[src/rtl/uart_hex_dump.sv]
// Formats accepted words as ASCII hex text for a byte-wide UART transmitter.
// An optional "0x" prefix, the hex digits MSB first, then a separator or CR LF.
module uart_hex_dump #(
  parameter int          DATA_W         = 8,
  parameter int          WORDS_PER_LINE = 16,
  parameter logic [7:0]  SEP_CHAR       = 8'h20,
  parameter bit          PREFIX_EN      = 1'b0,
  parameter bit          UPPERCASE      = 1'b1
) (
  input  logic              clk,
  input  logic              rst,
  input  logic [DATA_W-1:0] in_data,
  input  logic              in_valid,
  output logic              in_ready,
  input  logic              flush,
  output logic [7:0]        tx_data,
  output logic              tx_en,
  input  logic              tx_busy,
  output logic [7:0]        col
);

  localparam logic [3:0] PFX = PREFIX_EN ? 4'd2 : 4'd0;
  localparam logic [3:0] D   = 4'(DATA_W / 4);

  typedef enum logic [1:0] {IDLE, EMIT, ACK, DRAIN} state_t;

  state_t            state, state_nxt;
  logic [DATA_W-1:0] word, word_sh;
  logic [3:0]        idx, n_chars, pos, nib;
  logic              flush_seq, crlf;
  logic              accept, flush_go, fire, last, col_hit;
  logic [7:0]        cur_char;

  function automatic logic [7:0] hex(input logic [3:0] v);
    if (v < 4'd10) return 8'h30 + {4'h0, v};
    return (UPPERCASE ? 8'h37 : 8'h57) + {4'h0, v};
  endfunction

  // The line-ending decision is made once, at accept, from the column count.
  assign col_hit = (WORDS_PER_LINE != 0) && (({1'b0, col} + 9'd1) == 9'(WORDS_PER_LINE));
  assign n_chars = flush_seq ? 4'd2 : PFX + D + (crlf ? 4'd2 : 4'd1);
  assign last    = (idx == n_chars - 4'd1);
  assign pos     = idx - PFX;
  assign nib     = D - 4'd1 - pos;
  assign word_sh = word >> {nib, 2'b00};

  always_comb begin
    cur_char = SEP_CHAR;
    if (flush_seq)                      cur_char = (idx == 4'd0) ? 8'h0D : 8'h0A;
    else if (PREFIX_EN && idx < 4'd2)   cur_char = (idx == 4'd0) ? 8'h30 : 8'h78;
    else if (pos < D)                   cur_char = hex(word_sh[3:0]);
    else if (crlf)                      cur_char = (pos == D) ? 8'h0D : 8'h0A;
  end

  always_ff @(posedge clk) begin
    if (rst) state <= IDLE;
    else     state <= state_nxt;
  end

  always_comb begin
    state_nxt = state;
    case (state)
      IDLE:    if (accept || flush_go) state_nxt = EMIT;
      EMIT:    if (!tx_busy)           state_nxt = ACK;
      ACK:     if (tx_busy)            state_nxt = DRAIN;
      DRAIN:   if (!tx_busy)           state_nxt = last ? IDLE : EMIT;
      default:                         state_nxt = IDLE;
    endcase
  end

  always_comb begin
    in_ready = (state == IDLE);
    accept   = in_ready && in_valid;
    flush_go = in_ready && !in_valid && flush && (col != 8'd0) && (WORDS_PER_LINE != 0);
    fire     = (state == EMIT) && !tx_busy;
  end

  always_ff @(posedge clk) begin
    if (rst) begin
      word      <= '0;
      idx       <= '0;
      flush_seq <= 1'b0;
      crlf      <= 1'b0;
      tx_en     <= 1'b0;
      tx_data   <= '0;
      col       <= '0;
    end else begin
      tx_en <= fire;
      if (accept) begin
        word      <= in_data;
        idx       <= '0;
        flush_seq <= 1'b0;
        crlf      <= col_hit;
      end else if (flush_go) begin
        idx       <= '0;
        flush_seq <= 1'b1;
      end
      // Column advances on the last character of a word; any CR LF restarts the line.
      if (fire) begin
        tx_data <= cur_char;
        if (last) col <= (flush_seq || crlf) ? 8'd0 : col + 8'd1;
      end
      if (state == DRAIN && !tx_busy && !last) idx <= idx + 4'd1;
    end
  end

endmodule

[config.mk]
export PLATFORM = sky130hd
export DESIGN_NAME = uart_hex_dump
export DESIGN_NICKNAME = d
export VERILOG_FILES = /design/src/rtl/uart_hex_dump.sv
export SDC_FILE = /design/constraint.sdc
export NUM_CORES = 1
export LEC_CHECK = 0
export CAP_MARGIN = 10
export CORE_MARGIN = 8
export CORE_UTILIZATION = 53
export DETAILED_ROUTE_END_ITERATION = 10
export HOLD_SLACK_MARGIN = 0.12
export PLACE_DENSITY = 0.79
export SETUP_SLACK_MARGIN = 0.05
export SLEW_MARGIN = 0
export SYNTH_ARGS = -nofsm -noshare
export SYNTH_HDL_FRONTEND = slang
export SYNTH_SLANG_ARGS = --single-unit
export TNS_END_PERCENT = 5
[constraint.sdc]
create_clock -name clk -period 2.75 [get_ports clk]
set_input_delay 0.55 -clock clk [delete_from_list [all_inputs] [get_ports clk]]
set_output_delay 0.55 -clock clk [all_outputs]
set_load 0.03 [all_outputs]
==> results of run 1 <==
==> sequential cells by signal, indices dropped and copies added (netlist names) <==
signal	flops
col	8
crlf	1
flush_seq	1
idx	4
state	2
tx_data	7
tx_en	1
word	8
==> kinds of logic (layout without fill, tap and decap cells) <==
family / Yosys count / count (layout) / share of synthesized area (%)
and+or+nand+nor: 101 / 101 / 27.8
muxes: 6 / 6 / 3.27
DFF: 32 / 32 / 32.8
adders and majority gates: 12 / 12 / 7.69
buffers and inverters: 25 / 49 / 5.12
AOI/OAI and AO/OA: 65 / 65 / 22.2
other: 1 / 1 / 0.192
xor gates and xnor gates: 2 / 2 / 0.897
==> metrics by stage <==
step                worst slack (ps)  hold slack, ps
floorplan                        650             433
global placement                 200             440
detailed placement               173             449
CTS                              443             460
global route                     213             488
finish                           422             459
==> power by group <==
group	internal [W]	switching, W
sequential	0.000499	0.0000237
clock	0.000269	0.000180
combinational	0.000138	0.000187
total	0.000906	0.000391
==> worst max-delay path: stages <==
cell and delay [ps]:
clkdlybuf4s50_1 480, or4b_1 610, a31o_4 290, or4_1 470, a21oi_1 140
==> synth_stat cells, types with 5 or more instances <==
cell      number  area, µm²
a21o_1         5       37.5
a21oi_1       22        110
a31oi_1        5       31.3
clkbuf_1      12       45.0
dfxtp_1       32        641
ha_1          12        150
inv_1          9       33.8
nand2_1       31        116
nand2b_1       6       37.5
nand3_1        7       35.0
nor2_1        16       60.1
o21ai_0        9       45.0
==> per-layer routing <==
| layer | wire length (µm) | share of wire [%] | up-vias |
|---|---|---|---|
| met5 | 0 | 0 | - |
| met4 | 47 | 1.0 | 0 |
| met3 | 273 | 5.9 | 8 |
| met2 | 2130 | 46 | 62 |
| met1 | 2220 | 47 | 868 |
| li1 | - | - | 929 |
==> cell type report <==
| cell class | count | area share (%) |
|---|---|---|
| Sequential cell | 32 | 27.1 |
| Tap cell | 48 | 2.54 |
| Clock inverter | 2 | 1.48 |
| Clock buffer | 6 | 3.07 |
| Multi-Input combinational cell | 187 | 51.2 |
| Inverter | 9 | 1.43 |
| Timing Repair Buffer | 32 | 13.2 |
==> path summary, 6_finish.rpt <==
check	start	end	slack [ps]
worst min-delay path	tx_data[4]$_SDFFE_PP0P_	tx_data[4]$_SDFFE_PP0P_	460
worst max register to register	idx[2]$_SDFFE_PP0P_	tx_data[1]$_SDFFE_PP0P_	460
worst min register to register	tx_data[4]$_SDFFE_PP0P_	tx_data[4]$_SDFFE_PP0P_	460
worst max-delay path	tx_busy	col[7]$_SDFFE_PP0P_	420
==> impl_metrics.ini, run 1 <==
[placed_design]
finalWeightedCongestion = 0.840
placed_cells = 308
io_buffers = 29
dp_hpwl_um = 3280
placed_area_mm2 = 0.00226

[synth]
async_reset_ff_share_pct = 0
avgSynthCellArea_um2 = 8.00
syn_inst = 244
synth_edf_count = 0
synth_cell_types = 53
synth_nets = 269
ys_seq_area_share_pct = 32.8
yosys_warnings = 0
syn_area_mm2 = 0.00195
ys_ff_latch = 32
synth_ff_type = dfxtp_1

[cells_and_area]
final_common_cell = dfxtp_1
layout.area.seq_um2 = 641
fillCellCount = 327
fin_nets = 292
diodes = 0
final_layout_size_suffix_gt1_share_pct = 8.21
final_cell_count_no_fill = 316
fin_area_mm2 = 0.00237
synthToLayoutAreaGrowth_pct = 21.2
mostFrequentLayoutCells = dfxtp_1 (32), nand2_1 (31), clkdlybuf4s50_1 (29), a21oi_1 (22), nor2_1 (16)
multiInputGateArea_mm2 = 0.00121
fin_util_pct = 65.6

[die]
die_area_mm2 = 0.00588
core_mm2 = 0.00361
num_rows = 22
die_x_um = 76.7
chipHeight_um = 76.7
start_util_pct = 54.2
io_pins = 31

[clock_tree]
htreeDepth = 2
root_buffer = clkbuf_8
cts_buffers = 5
cts_tree = built
path_clk_slew_ps = 70
cts_setup_buffers = 0
postCtsHoldBufs = 0
cts.path.max_buffers = 2
ctsResizeCount = 0
clock_sinks = 32
clk_latency_ps = 280

[global_route]
overflow = 0
grt_pass1_vias = 1798
antenna_found_initial = 0
grt_pass1_wl_um = 8170
grt_use_total_pct = 16.2
grt_max_degree = 19
met2_usage_pct = 25.5
grtUsageMet3_pct = 4.43
met1_usage_pct = 20.7
busiest_layer = met2

[sta]
max_freq_mhz = 430
rsz0062_at_grt = no
slew_headroom_pct = 65.7
hold_viol = 0
finalCritPeriodShare_pct = 84.6
finalClockSkew_ps = 7.65
drv_slew = 0
tns_ps = 0
period_needed_ps = 2330
setup_viol = 0
tightest_slew_ps = 514

[worst_setup_path]
cp-start-kind = input pin
r2r_cells = 9
end_kind = flip-flop
worstPathMaxFanout = 8
arrival_ps = 2540
criticalPathCategory = in -> reg
required_ps = 2960

[hold_path]
hold_class = reg -> reg
min_path_cells = 2

[power_and_ir_drop]
power.density_mw_per_mm2 = 548
peakVddDrop_mv = 0.319
report.power.total_w = 0.00130
power_leakage_nw = 0.846

[routing]
vias = 1867
wire_per_inst_um = 14.8
drt_first_pass_iters = 4
drc = 0
antenna_left = 0
drtIter0Drc = 182
viasPerCell = 5.91
routed_wl_um = 4670

[run_status]
run_status = finished clean

[job]
cap_violations = 0
(Power assumes the default switching activity.)
==> run 2: changes to the inputs <==
==> constraint.sdc (replaced) <==
create_clock -name clk -period 2.3 [get_ports clk]
set_input_delay 0.46 -clock clk [delete_from_list [all_inputs] [get_ports clk]]
set_output_delay 0.46 -clock clk [all_outputs]
set_load 0.03 [all_outputs]
==> run 2 against run 1 <==
  * Utilization increased by 2.6 points
  * Via count about the same
  * Sequential share of layout area is 0.99 points lower
  * Non-clock buffer count grew 10
  * Critical path depth rose by 1
  * Sequential power up 20%
  * Total power increased by 21%
  * Clock-buffer cell count is 1 lower
  * Critical endpoint unchanged
  * Highest routed layer unchanged
==> impl_metrics.ini, run 2 (same netlist as run 1, synthesis figures left out) <==
[run_status]
run_status = finished clean

[die]
start_util_pct = 54.2
die_area_mm2 = 0.00588
io_pins = 31
chipHeight_um = 76.7
core_mm2 = 0.00361
num_rows = 22
die_x_um = 76.7

[power_and_ir_drop]
p_comb_share_pct = 25.8
peakVddDrop_mv = 0.368
seq_power_share_pct = 39.7
switching_share_pct = 30.3
power_switching_w = 0.000476
internal_power_w = 0.00110
clkPwrFrac_pct = 34.5
power_leakage_nw = 0.903
power.density_mw_per_mm2 = 638

[routing]
vias = 1866
drtIter0Drc = 150
routed_wl_um = 4610
wire_per_inst_um = 14.1
drc = 0
viasPerCell = 5.72
met3WireLength_um = 173
route.met2.wl_um = 2150
antenna_left = 0
drt-met1-wl_um = 2200
drt_first_pass_iters = 4
highest_layer = met4

[placed_design]
finalWeightedCongestion = 0.849
placed_area_mm2 = 0.00235
pre_cts_ws_ps = -71.1
io_buffers = 29
dp_hpwl_um = 3410

[clock_tree]
htreeDepth = 2
root_buffer = clkbuf_8
postCtsHoldBufs = 0
cts_buffers = 5
path_clk_slew_ps = 70
cts_tree = built
clk_latency_ps = 290
cts.path.max_buffers = 2
clock_sinks = 32
cts_setup_buffers = 0

[sta]
setup_viol = 0
rsz0062_at_grt = no
tightest_slew_ps = 487
tns_ps = 0
finalCritPeriodShare_pct = 91.0
setup_ws_ps = 208
timing.hold.ws_ps = 455
drv_slew = 0
slew_headroom_pct = 66.7
max_freq_mhz = 478
finalClockSkew_ps = 6.09
period_needed_ps = 2090
hold_viol = 0

[worst_setup_path]
cp-start-kind = flip-flop
r2r_slack_ps = 210
arrival_ps = 2310
end_kind = flip-flop
worstPathMaxFanout = 5
required_ps = 2520
criticalPathCategory = reg -> reg

[global_route]
antenna_found_initial = 0
grt_use_total_pct = 16.3
overflow = 0
grt_max_degree = 28
grt_pass1_vias = 1812
grt_pass1_wl_um = 8070

[cells_and_area]
synthToLayoutAreaGrowth_pct = 26.1
fin_nets = 302
diodes = 0
final_layout_size_suffix_gt1_share_pct = 12.2
reg_top3 = col (8), word (8), tx_data (7)
fin_area_mm2 = 0.00246
fin_util_pct = 68.3
mostFrequentLayoutCells = nand2_1 (31), dfxtp_1 (31), clkdlybuf4s50_1 (28), a21oi_1 (22), nor2_1 (16)

[hold_path]
hold_class = reg -> reg

[job]
cap_violations = 0
-- run 2: cell types whose count changed in the layout (fill, tap and decap cells not counted), sizes merged --
cell | previous run | this run
clkdlybuf4s50 | 29 | 28
buf | 3 | 13
dlymetal6s2s | 0 | 1
clkbuf | 6 | 5
clkinvlp | 0 | 1
-- run 2: repair_timing --
item / CTS / global route
endpoints found under the hold margin: 0 / 0
endpoints found under the setup margin: 0 / 4
gates resized for setup: 0 / 2
-- run 2: metal layers --
layer	vias to the layer above	GRT usage (%)
met3	5	3.26
met2	36	25.8
met1	879	20.0
li1	946	-
met4	0	9.23
met5	-	0
-- run 2: worst max-delay path, stage by stage (launching register included) --
cell     delay [ps]
dfxtp_1         350
inv_1            90
ha_1            190
or4b_1          510
a31o_4          250
or4_1           470
a21oi_1         160
-- run 2: stage by stage --
step	instances	power, W
3_5_place_dp	318	0.00104
6_report	326	0.00157
5_1_grt	326	0.00165
3_3_place_gp	318	0.00103
2_1_floorplan	244	0.000901
4_1_cts	326	0.00159
-- run 2: path summary, 6_finish.rpt --
| path | from | cells after the start | endpoint |
|---|---|---|---|
| setup / recovery | state[1]$_SDFFE_PP0P_ | 6 | col[7]$_SDFFE_PP0P_ |
| hold / removal | tx_data[5]$_SDFFE_PP0P_ | 2 | tx_data[5]$_SDFFE_PP0P_ |
| setup reg to reg | state[1]$_SDFFE_PP0P_ | 6 | col[7]$_SDFFE_PP0P_ |
| hold reg to reg | tx_data[5]$_SDFFE_PP0P_ | 2 | tx_data[5]$_SDFFE_PP0P_ |
-- run 2: final cells by class --
class / count / area [µm²]
clock inverter: 3 / 42.5
inverter: 9 / 33.8
tap: 48 / 60.1
timing repair buffer: 42 / 403
multi-input combinational: 187 / 1210
fill: 331 / 1140
sequential: 32 / 642
clock buffer: 5 / 68.8
-- run 2: power groups by stage --
stage	clock network [W]	registers, W	logic (W)
floorplan	0	0.000665	0.000237
global placement	0	0.000635	0.000399
detailed placement	0	0.000637	0.000404
CTS	0.000553	0.000625	0.000408
global route	0.000570	0.000631	0.000454
finish	0.000542	0.000625	0.000405
